==> src/rtl/ball_motion_step_if.sv <==
// Selector <-> ball motion block connection.
// The selector drives the chosen ball state and the frame tick.
// The motion block returns the committed state and the per-step event flags.
interface ball_motion_step_if;
  logic        frame_tick;
  logic [21:0] location_in;
  logic [31:0] velocity_in;
  logic [16:0] angle_in;

  logic [21:0] location_feedback;
  logic [31:0] velocity_feedback;
  logic [16:0] angle_feedback;
  logic        upd_valid;
  logic        busy;
  logic        out_left;
  logic        out_right;
  logic        wall_hit;
  logic        tick_overrun;

  modport master (
    output frame_tick, location_in, velocity_in, angle_in,
    input  location_feedback, velocity_feedback, angle_feedback,
    input  upd_valid, busy, out_left, out_right, wall_hit, tick_overrun
  );

  modport slave (
    input  frame_tick, location_in, velocity_in, angle_in,
    output location_feedback, velocity_feedback, angle_feedback,
    output upd_valid, busy, out_left, out_right, wall_hit, tick_overrun
  );
endinterface

==> src/rtl/ball_motion_step.sv <==
// Ball motion step: on each frame tick, captures the selected ball state,
// integrates one motion step with spin-driven curve, reflects off the
// top/bottom walls, detects left/right exits and commits the result.
module ball_motion_step #(
  parameter int X_MIN       = 0,
  parameter int X_MAX       = 639,
  parameter int Y_MIN       = 0,
  parameter int Y_MAX       = 479,
  parameter int ANG_SHIFT   = 4,
  parameter int DECAY_SHIFT = 3
) (
  input  logic               clk,
  input  logic               rst_n,
  ball_motion_step_if.slave  bus
);

  localparam logic signed [17:0] XMinS = 18'(X_MIN);
  localparam logic signed [17:0] XMaxS = 18'(X_MAX);
  localparam logic signed [17:0] YMinS = 18'(Y_MIN);
  localparam logic signed [17:0] YMaxS = 18'(Y_MAX);
  localparam logic signed [17:0] Sat16Max = 18'sd32767;
  localparam logic signed [17:0] Sat16Min = -18'sd32768;

  typedef enum logic [2:0] {
    IDLE    = 3'd0,
    CAPTURE = 3'd1,
    INTEG   = 3'd2,
    CHECK   = 3'd3,
    COMMIT  = 3'd4
  } state_t;

  state_t state_q, state_d;

  logic [1:0] rstSync_q;
  logic       rstSyncN;

  logic [10:0]        capX_q, capY_q;
  logic signed [15:0] capVx_q, capVy_q;
  logic signed [16:0] capAng_q;

  logic signed [17:0] intNx_q, intNy_q;
  logic signed [15:0] intVy_q;
  logic signed [16:0] intAng_q;

  logic [21:0] fbLoc_q;
  logic [31:0] fbVel_q;
  logic [16:0] fbAng_q;
  logic        updValid_q, outLeft_q, outRight_q, wallHit_q, tickOverrun_q;

  logic signed [16:0] angStep;
  logic signed [17:0] vyExt, angStepExt, vySum, xExt, vxExt, yExt, vyNewExt;
  logic signed [17:0] nxCalc, nyCalc;
  logic signed [15:0] vyNew;
  logic signed [16:0] angNew;

  logic signed [17:0] ry;
  logic signed [15:0] rvy;
  logic               chkWall, chkLeft, chkRight;
  logic [10:0]        newX, newY;
  logic signed [15:0] newVx, newVy;
  logic signed [16:0] newAng;

  function automatic logic signed [15:0] sat16(input logic signed [17:0] v);
    if (v > Sat16Max) return 16'sh7fff;
    if (v < Sat16Min) return 16'sh8000;
    return v[15:0];
  endfunction

  // Negation that cannot wrap: the most negative value maps to the most positive.
  function automatic logic signed [15:0] negSat16(input logic signed [15:0] v);
    if (v == 16'sh8000) return 16'sh7fff;
    return -v;
  endfunction

  // Reset synchronizer: assertion is immediate, release lines up with the clock.
  always_ff @(posedge clk or negedge rst_n) begin
    if (!rst_n) rstSync_q <= 2'b00;
    else        rstSync_q <= {rstSync_q[0], 1'b1};
  end

  assign rstSyncN = rstSync_q[1];

  // State register for the fixed five-phase step sequence.
  always_ff @(posedge clk or negedge rstSyncN) begin
    if (!rstSyncN) state_q <= IDLE;
    else           state_q <= state_d;
  end

  // Next state: a tick in IDLE starts a step, every other phase advances unconditionally.
  always_comb begin
    state_d = state_q;
    case (state_q)
      IDLE:    if (bus.frame_tick) state_d = CAPTURE;
      CAPTURE: state_d = INTEG;
      INTEG:   state_d = CHECK;
      CHECK:   state_d = COMMIT;
      COMMIT:  state_d = IDLE;
      default: state_d = IDLE;
    endcase
  end

  // One motion step: curve vy by the spin, move, and let the spin decay.
  always_comb begin
    angStep    = capAng_q >>> ANG_SHIFT;
    angStepExt = {angStep[16], angStep};
    vyExt      = {{2{capVy_q[15]}}, capVy_q};
    vySum      = vyExt + angStepExt;
    vyNew      = sat16(vySum);
    xExt       = {7'd0, capX_q};
    vxExt      = {{2{capVx_q[15]}}, capVx_q};
    nxCalc     = xExt + vxExt;
    yExt       = {7'd0, capY_q};
    vyNewExt   = {{2{vyNew[15]}}, vyNew};
    nyCalc     = yExt + vyNewExt;
    angNew     = capAng_q - (capAng_q >>> DECAY_SHIFT);
  end

  // Bounds check: reflect y off the walls (clamping if still outside), stop the ball on an x exit.
  always_comb begin
    ry       = intNy_q;
    rvy      = intVy_q;
    chkWall  = 1'b0;
    chkLeft  = 1'b0;
    chkRight = 1'b0;
    newX     = intNx_q[10:0];
    newVx    = capVx_q;
    newAng   = intAng_q;
    if (intNy_q < YMinS) begin
      ry      = (YMinS <<< 1) - intNy_q;
      rvy     = negSat16(intVy_q);
      chkWall = 1'b1;
    end else if (intNy_q > YMaxS) begin
      ry      = (YMaxS <<< 1) - intNy_q;
      rvy     = negSat16(intVy_q);
      chkWall = 1'b1;
    end
    if (ry < YMinS)      ry = YMinS;
    else if (ry > YMaxS) ry = YMaxS;
    newY  = ry[10:0];
    newVy = rvy;
    if (intNx_q < XMinS) begin
      newX    = XMinS[10:0];
      chkLeft = 1'b1;
    end else if (intNx_q > XMaxS) begin
      newX     = XMaxS[10:0];
      chkRight = 1'b1;
    end
    if (chkLeft || chkRight) begin
      newVx  = 16'sd0;
      newVy  = 16'sd0;
      newAng = 17'sd0;
    end
  end

  // Capture the selector output, then hold the integrated intermediate values for the check phase.
  always_ff @(posedge clk or negedge rstSyncN) begin
    if (!rstSyncN) begin
      capX_q   <= '0;
      capY_q   <= '0;
      capVx_q  <= '0;
      capVy_q  <= '0;
      capAng_q <= '0;
      intNx_q  <= '0;
      intNy_q  <= '0;
      intVy_q  <= '0;
      intAng_q <= '0;
    end else begin
      if (state_q == CAPTURE) begin
        capX_q   <= bus.location_in[21:11];
        capY_q   <= bus.location_in[10:0];
        capVx_q  <= bus.velocity_in[31:16];
        capVy_q  <= bus.velocity_in[15:0];
        capAng_q <= bus.angle_in;
      end
      if (state_q == INTEG) begin
        intNx_q  <= nxCalc;
        intNy_q  <= nyCalc;
        intVy_q  <= vyNew;
        intAng_q <= angNew;
      end
    end
  end

  // Commit the checked result so feedback and event pulses appear together in the COMMIT cycle.
  always_ff @(posedge clk or negedge rstSyncN) begin
    if (!rstSyncN) begin
      fbLoc_q       <= '0;
      fbVel_q       <= '0;
      fbAng_q       <= '0;
      updValid_q    <= 1'b0;
      outLeft_q     <= 1'b0;
      outRight_q    <= 1'b0;
      wallHit_q     <= 1'b0;
      tickOverrun_q <= 1'b0;
    end else begin
      updValid_q    <= (state_q == CHECK);
      outLeft_q     <= (state_q == CHECK) && chkLeft;
      outRight_q    <= (state_q == CHECK) && chkRight;
      wallHit_q     <= (state_q == CHECK) && chkWall;
      tickOverrun_q <= bus.frame_tick && (state_q != IDLE);
      if (state_q == CHECK) begin
        fbLoc_q <= {newX, newY};
        fbVel_q <= {newVx, newVy};
        fbAng_q <= newAng;
      end
    end
  end

  assign bus.location_feedback = fbLoc_q;
  assign bus.velocity_feedback = fbVel_q;
  assign bus.angle_feedback    = fbAng_q;
  assign bus.upd_valid         = updValid_q;
  assign bus.busy              = (state_q != IDLE);
  assign bus.out_left          = outLeft_q;
  assign bus.out_right         = outRight_q;
  assign bus.wall_hit          = wallHit_q;
  assign bus.tick_overrun      = tickOverrun_q;

endmodule

==> src/flat_wrapper.sv <==
// flat-port wrapper written by rule: the top's interface ports become plain ports
module ball_motion_step_flat 
#(
  parameter int X_MIN       = 0,
  parameter int X_MAX       = 639,
  parameter int Y_MIN       = 0,
  parameter int Y_MAX       = 479,
  parameter int ANG_SHIFT   = 4,
  parameter int DECAY_SHIFT = 3
)
  (clk, rst_n, bus_frame_tick, bus_location_in, bus_velocity_in, bus_angle_in, bus_location_feedback, bus_velocity_feedback, bus_angle_feedback, bus_upd_valid, bus_busy, bus_out_left, bus_out_right, bus_wall_hit, bus_tick_overrun);
  ball_motion_step_if bus_i ();
  input  logic clk;
  input  logic rst_n;
  input wire logic [$bits(bus_i.frame_tick)-1:0] bus_frame_tick;
  input wire logic [$bits(bus_i.location_in)-1:0] bus_location_in;
  input wire logic [$bits(bus_i.velocity_in)-1:0] bus_velocity_in;
  input wire logic [$bits(bus_i.angle_in)-1:0] bus_angle_in;
  output wire logic [$bits(bus_i.location_feedback)-1:0] bus_location_feedback;
  output wire logic [$bits(bus_i.velocity_feedback)-1:0] bus_velocity_feedback;
  output wire logic [$bits(bus_i.angle_feedback)-1:0] bus_angle_feedback;
  output wire logic [$bits(bus_i.upd_valid)-1:0] bus_upd_valid;
  output wire logic [$bits(bus_i.busy)-1:0] bus_busy;
  output wire logic [$bits(bus_i.out_left)-1:0] bus_out_left;
  output wire logic [$bits(bus_i.out_right)-1:0] bus_out_right;
  output wire logic [$bits(bus_i.wall_hit)-1:0] bus_wall_hit;
  output wire logic [$bits(bus_i.tick_overrun)-1:0] bus_tick_overrun;
  assign bus_i.frame_tick = bus_frame_tick;
  assign bus_i.location_in = bus_location_in;
  assign bus_i.velocity_in = bus_velocity_in;
  assign bus_i.angle_in = bus_angle_in;
  assign bus_location_feedback = bus_i.location_feedback;
  assign bus_velocity_feedback = bus_i.velocity_feedback;
  assign bus_angle_feedback = bus_i.angle_feedback;
  assign bus_upd_valid = bus_i.upd_valid;
  assign bus_busy = bus_i.busy;
  assign bus_out_left = bus_i.out_left;
  assign bus_out_right = bus_i.out_right;
  assign bus_wall_hit = bus_i.wall_hit;
  assign bus_tick_overrun = bus_i.tick_overrun;
  ball_motion_step #(.X_MIN(X_MIN), .X_MAX(X_MAX), .Y_MIN(Y_MIN), .Y_MAX(Y_MAX), .ANG_SHIFT(ANG_SHIFT), .DECAY_SHIFT(DECAY_SHIFT)) u_core (.clk(clk), .rst_n(rst_n), .bus(bus_i));
endmodule
==> config.mk <==
export PLATFORM = sky130hd
export DESIGN_NAME = ball_motion_step_flat
export DESIGN_NICKNAME = d
export VERILOG_FILES = /design/src/rtl/ball_motion_step_if.sv /design/src/rtl/ball_motion_step.sv /design/src/flat_wrapper.sv
export SDC_FILE = /design/constraint.sdc
export NUM_CORES = 1
export LEC_CHECK = 0
export CAP_MARGIN = 40
export CORE_AREA = 3 3 158 160
export DETAILED_ROUTE_END_ITERATION = 7
export DIE_AREA = 0 0 161 163
export PLACE_DENSITY_LB_ADDON = 0.3
export SKIP_LAST_GASP = 1
export SLEW_MARGIN = 20
export SYNTH_ARGS = -nofsm -noshare
export SYNTH_HDL_FRONTEND = slang
export SYNTH_SLANG_ARGS = --single-unit
export TNS_END_PERCENT = 20
==> constraint.sdc <==
create_clock -name clk -period 9.5 [get_ports clk]
set_input_delay 1.9 -clock clk [delete_from_list [all_inputs] [get_ports clk]]
set_output_delay 1.9 -clock clk [all_outputs]
set_load 0.03 [all_outputs]
==> results.ini <==
[sta]
max_freq_ghz=0.186
slew_headroom_pct=45.6
fin_crit_sh_pct=56.6
finalSetupTns_ns=0
hold_violations=0
tightest_slew_ns=0.806
drv_slew=0
rsz0062_at_grt=no
finalCriticalPeriod_ns=5.38
setup_violations=0
finClkSkew_ns=0.0128
worst_slack_ns=4.12

[critical_path]
crit_buf_inv=2
cp_slowest_cell=a2111oi_0
cp_top_family=compound AO/OA/AOI/OAI gates
crit_chain=ha_1 > a21o_1 > or3_1 > o21ba_2 > a2111oi_0 > a21oi_1 > o21a_1 > nor2_2 > a21o_1 > inv_1 > ha_1 > a21o_1 > a31oi_1 > a211oi_1 > o31a_1 > o21a_1 > nor2_1 > inv_1 > a21oi_1 > o31ai_1
slowest_delay_ns=0.50
crit_type=reg2reg
cp_data_required_time_ns=9.88
crit_arrival_ns=5.76
critPathCaptureType=register
startpoint=u_core.capAng_q[9]$_DFFE_PN0P_
reg2reg_from=u_core.capAng_q[9]$_DFFE_PN0P_
rr_worst_depth=20
r2r_end=u_core.intNy_q[15]$_DFFE_PN0P_
cp_common_cell=a21o_1
rrSetupSlack_ns=4.12
critPathLaunchType=register
crit_fanout=8
path_depth=20

[finish]
drive_gt1_share_pct=10.0
antennaDiodeCount=0
fin_nets=1447
syn_to_final_growth_pct=21.9
stdcell_count=1644
nFillCells=2029

[synthesis]
synth_edf_count=0
synth_warnings=0
synth_top_area_share_pct=46.5
synthTopCellsByCount=219 x dfrtp_1, 143 x nand2_1, 107 x o21ai_0
synth_most_common_cell=dfrtp_1
synth_cell_types=76
syn_avg_cell_area_um2=10.0
ys_ff_latch=219
synth.top_cells.by_area=dfrtp_1 47%, ha_1 6.2%, mux2_2 5.7%, nand2_1 4.6%, o21ai_0 4.5%
synthArstFlopShare_pct=100
synthCells=1177
yosys.area.top_type=dfrtp_1
ys_seq_area_share_pct=46.5
netlist_area_um2=11800
syn_nets=1313
ys.flop_type=dfrtp_1

[placement]
place.gp.congestion=0.893
hpwlAfterDp_mm=21.9
dp.cells=1604
post-place-ws_ns=4.22
numPortBuffers=150

[grt]
grt_max_degree=83
grt_pass1_wl_mm=47.7
grt_pass1_vias=8852
overflow=0
grtUsageTotal_pct=22.3
antenna_found_initial=0

[detailed_routing]
wl_mm=29.7
vias=9370
drt_pass1_iterations=5
first_iter_violations=747
ant_nets=0
vias_per_cell=5.70
drc=0
wire_per_inst_um=18.1

[die]
die_area_um2=26200
die_h_um=163
initial_core_util_pct=50.0
coreArea_um2=23500
die_w_um=161
pin_count=151
rows=56

[outcome]
status=finished clean

[cts]
htree_levels=1
numClockSinks=219
holdBufCountCts=0
cts-root-buf=clkbuf_16
postCtsSetupRepairBufs=0
clockBufferDepth=3
clkLatencyLatePin_ns=0.53
path_clk_slew_ns=0.06
cts_inserted_buffers=24
cts_tree=done
cts_resized=0

[worst_hold_path]
hp-class=reg2reg
whs_endpoint=u_core.rstSync_q[1]$_DFF_PN0_
worstHoldPathCells=0
min_from=u_core.rstSync_q[0]$_DFF_PN0_

[job]
maxCapViolCount=0

-- cells by family after synthesis --
logic type	after synthesis	synth area share, %
compound gates	330	18.8
xor+xnor	52	3.87
fa+ha+maj	63	6.93
buf+inv	95	3.21
flops	219	46.5
mux	60	5.74
other cells	1	0.0318
simple gates	357	14.9
-- cell type report --
class,count,area [um^2],share of cell area (%)
clock inverter,9,123,0.855
timing repair buffer,161,1610,11.2
inverter,42,158,1.10
tap,319,399,2.78
sequential,219,5480,38.2
multi-input combinational,863,5930,41.3
clock buffer,31,647,4.51
-- worst max-delay path by stage --
stage	to	slack [ns]
floorplan	u_core.bus.angle_feedback[0]$_DFFE_PN0P_	2.95
global placement	u_core.intNy_q[15]$_DFFE_PN0P_	4.34
detailed placement	u_core.intNy_q[15]$_DFFE_PN0P_	4.22
CTS	u_core.intNy_q[15]$_DFFE_PN0P_	4.19
global route	u_core.intNy_q[15]$_DFFE_PN0P_	3.73
finish	u_core.intNy_q[15]$_DFFE_PN0P_	4.12
-- routing by layer --
layer  vias to the layer above  track usage (%)  share of wire (%)
met5                         -                0                  0
met4                         0             5.36                1.9
met2                       288             32.9                 43
li1                       4523                -                  -
met1                      4511             35.0                 49
met3                        48             2.75                5.3
-- flip-flops by register name (all words and copies together) (netlist names), 17 cells and up --
name                          flops
u_core.bus.angle_feedback        17
u_core.bus.location_feedback     22
u_core.bus.velocity_feedback     32
u_core.capAng_q                  17
u_core.intAng_q                  17
u_core.intNx_q                   17
u_core.intNy_q                   17
-- through the flow --
step           hold slack (ns)  utilization [%]  cell area [um^2]
2_1_floorplan            0.331                -             11800
3_3_place_gp             0.337             57.5             13500
3_5_place_dp             0.343             57.7             13600
4_1_cts                  0.356             60.9             14300
5_1_grt                  0.368             60.9             14300
6_report                 0.351             60.9             14300
-- cell usage in the layout (no fill, tap or decap), types with 5 or more instances in the layout --
master and count:
o21a_1 8, nand2b_1 20, or3_1 14, o211ai_1 10, a31oi_1 10, xor2_1 24
a211oi_1 7, a21o_1 16, inv_1 42, and3_1 8, dfrtp_1 218, buf_4 9
a221oi_1 5, ha_1 58, a32o_1 6, o21ai_0 107, nor3_1 17, mux2_2 60
nor4_1 7, or2_2 7, clkbuf_16 24, nand2_1 142, xnor2_1 28, o22ai_1 5
clkinvlp_4 5, nand3_1 24, clkbuf_1 5, and2_1 14, a22o_1 46, clkdlybuf4s50_1 150
o31ai_1 18, a21oi_1 50, nor2_1 63, o21bai_1 5, nor2b_1 8
-- worst register-to-register path: cells and delay by family (launching register included) --
| kind | cells | cell delay (ns) |
|---|---|---|
| AO/OA/AOI/OAI | 13 | 3.08 |
| adder cells (fa/ha/maj) | 2 | 0.64 |
| buffers and inverters | 2 | 0.14 |
| flip-flops | 1 | 0.41 |
| AND/OR/NAND/NOR | 3 | 0.96 |
Power is left out: the tool's default activity adds up to more than one toggle a clock period on the data nets, which glitch-free logic cannot reach.
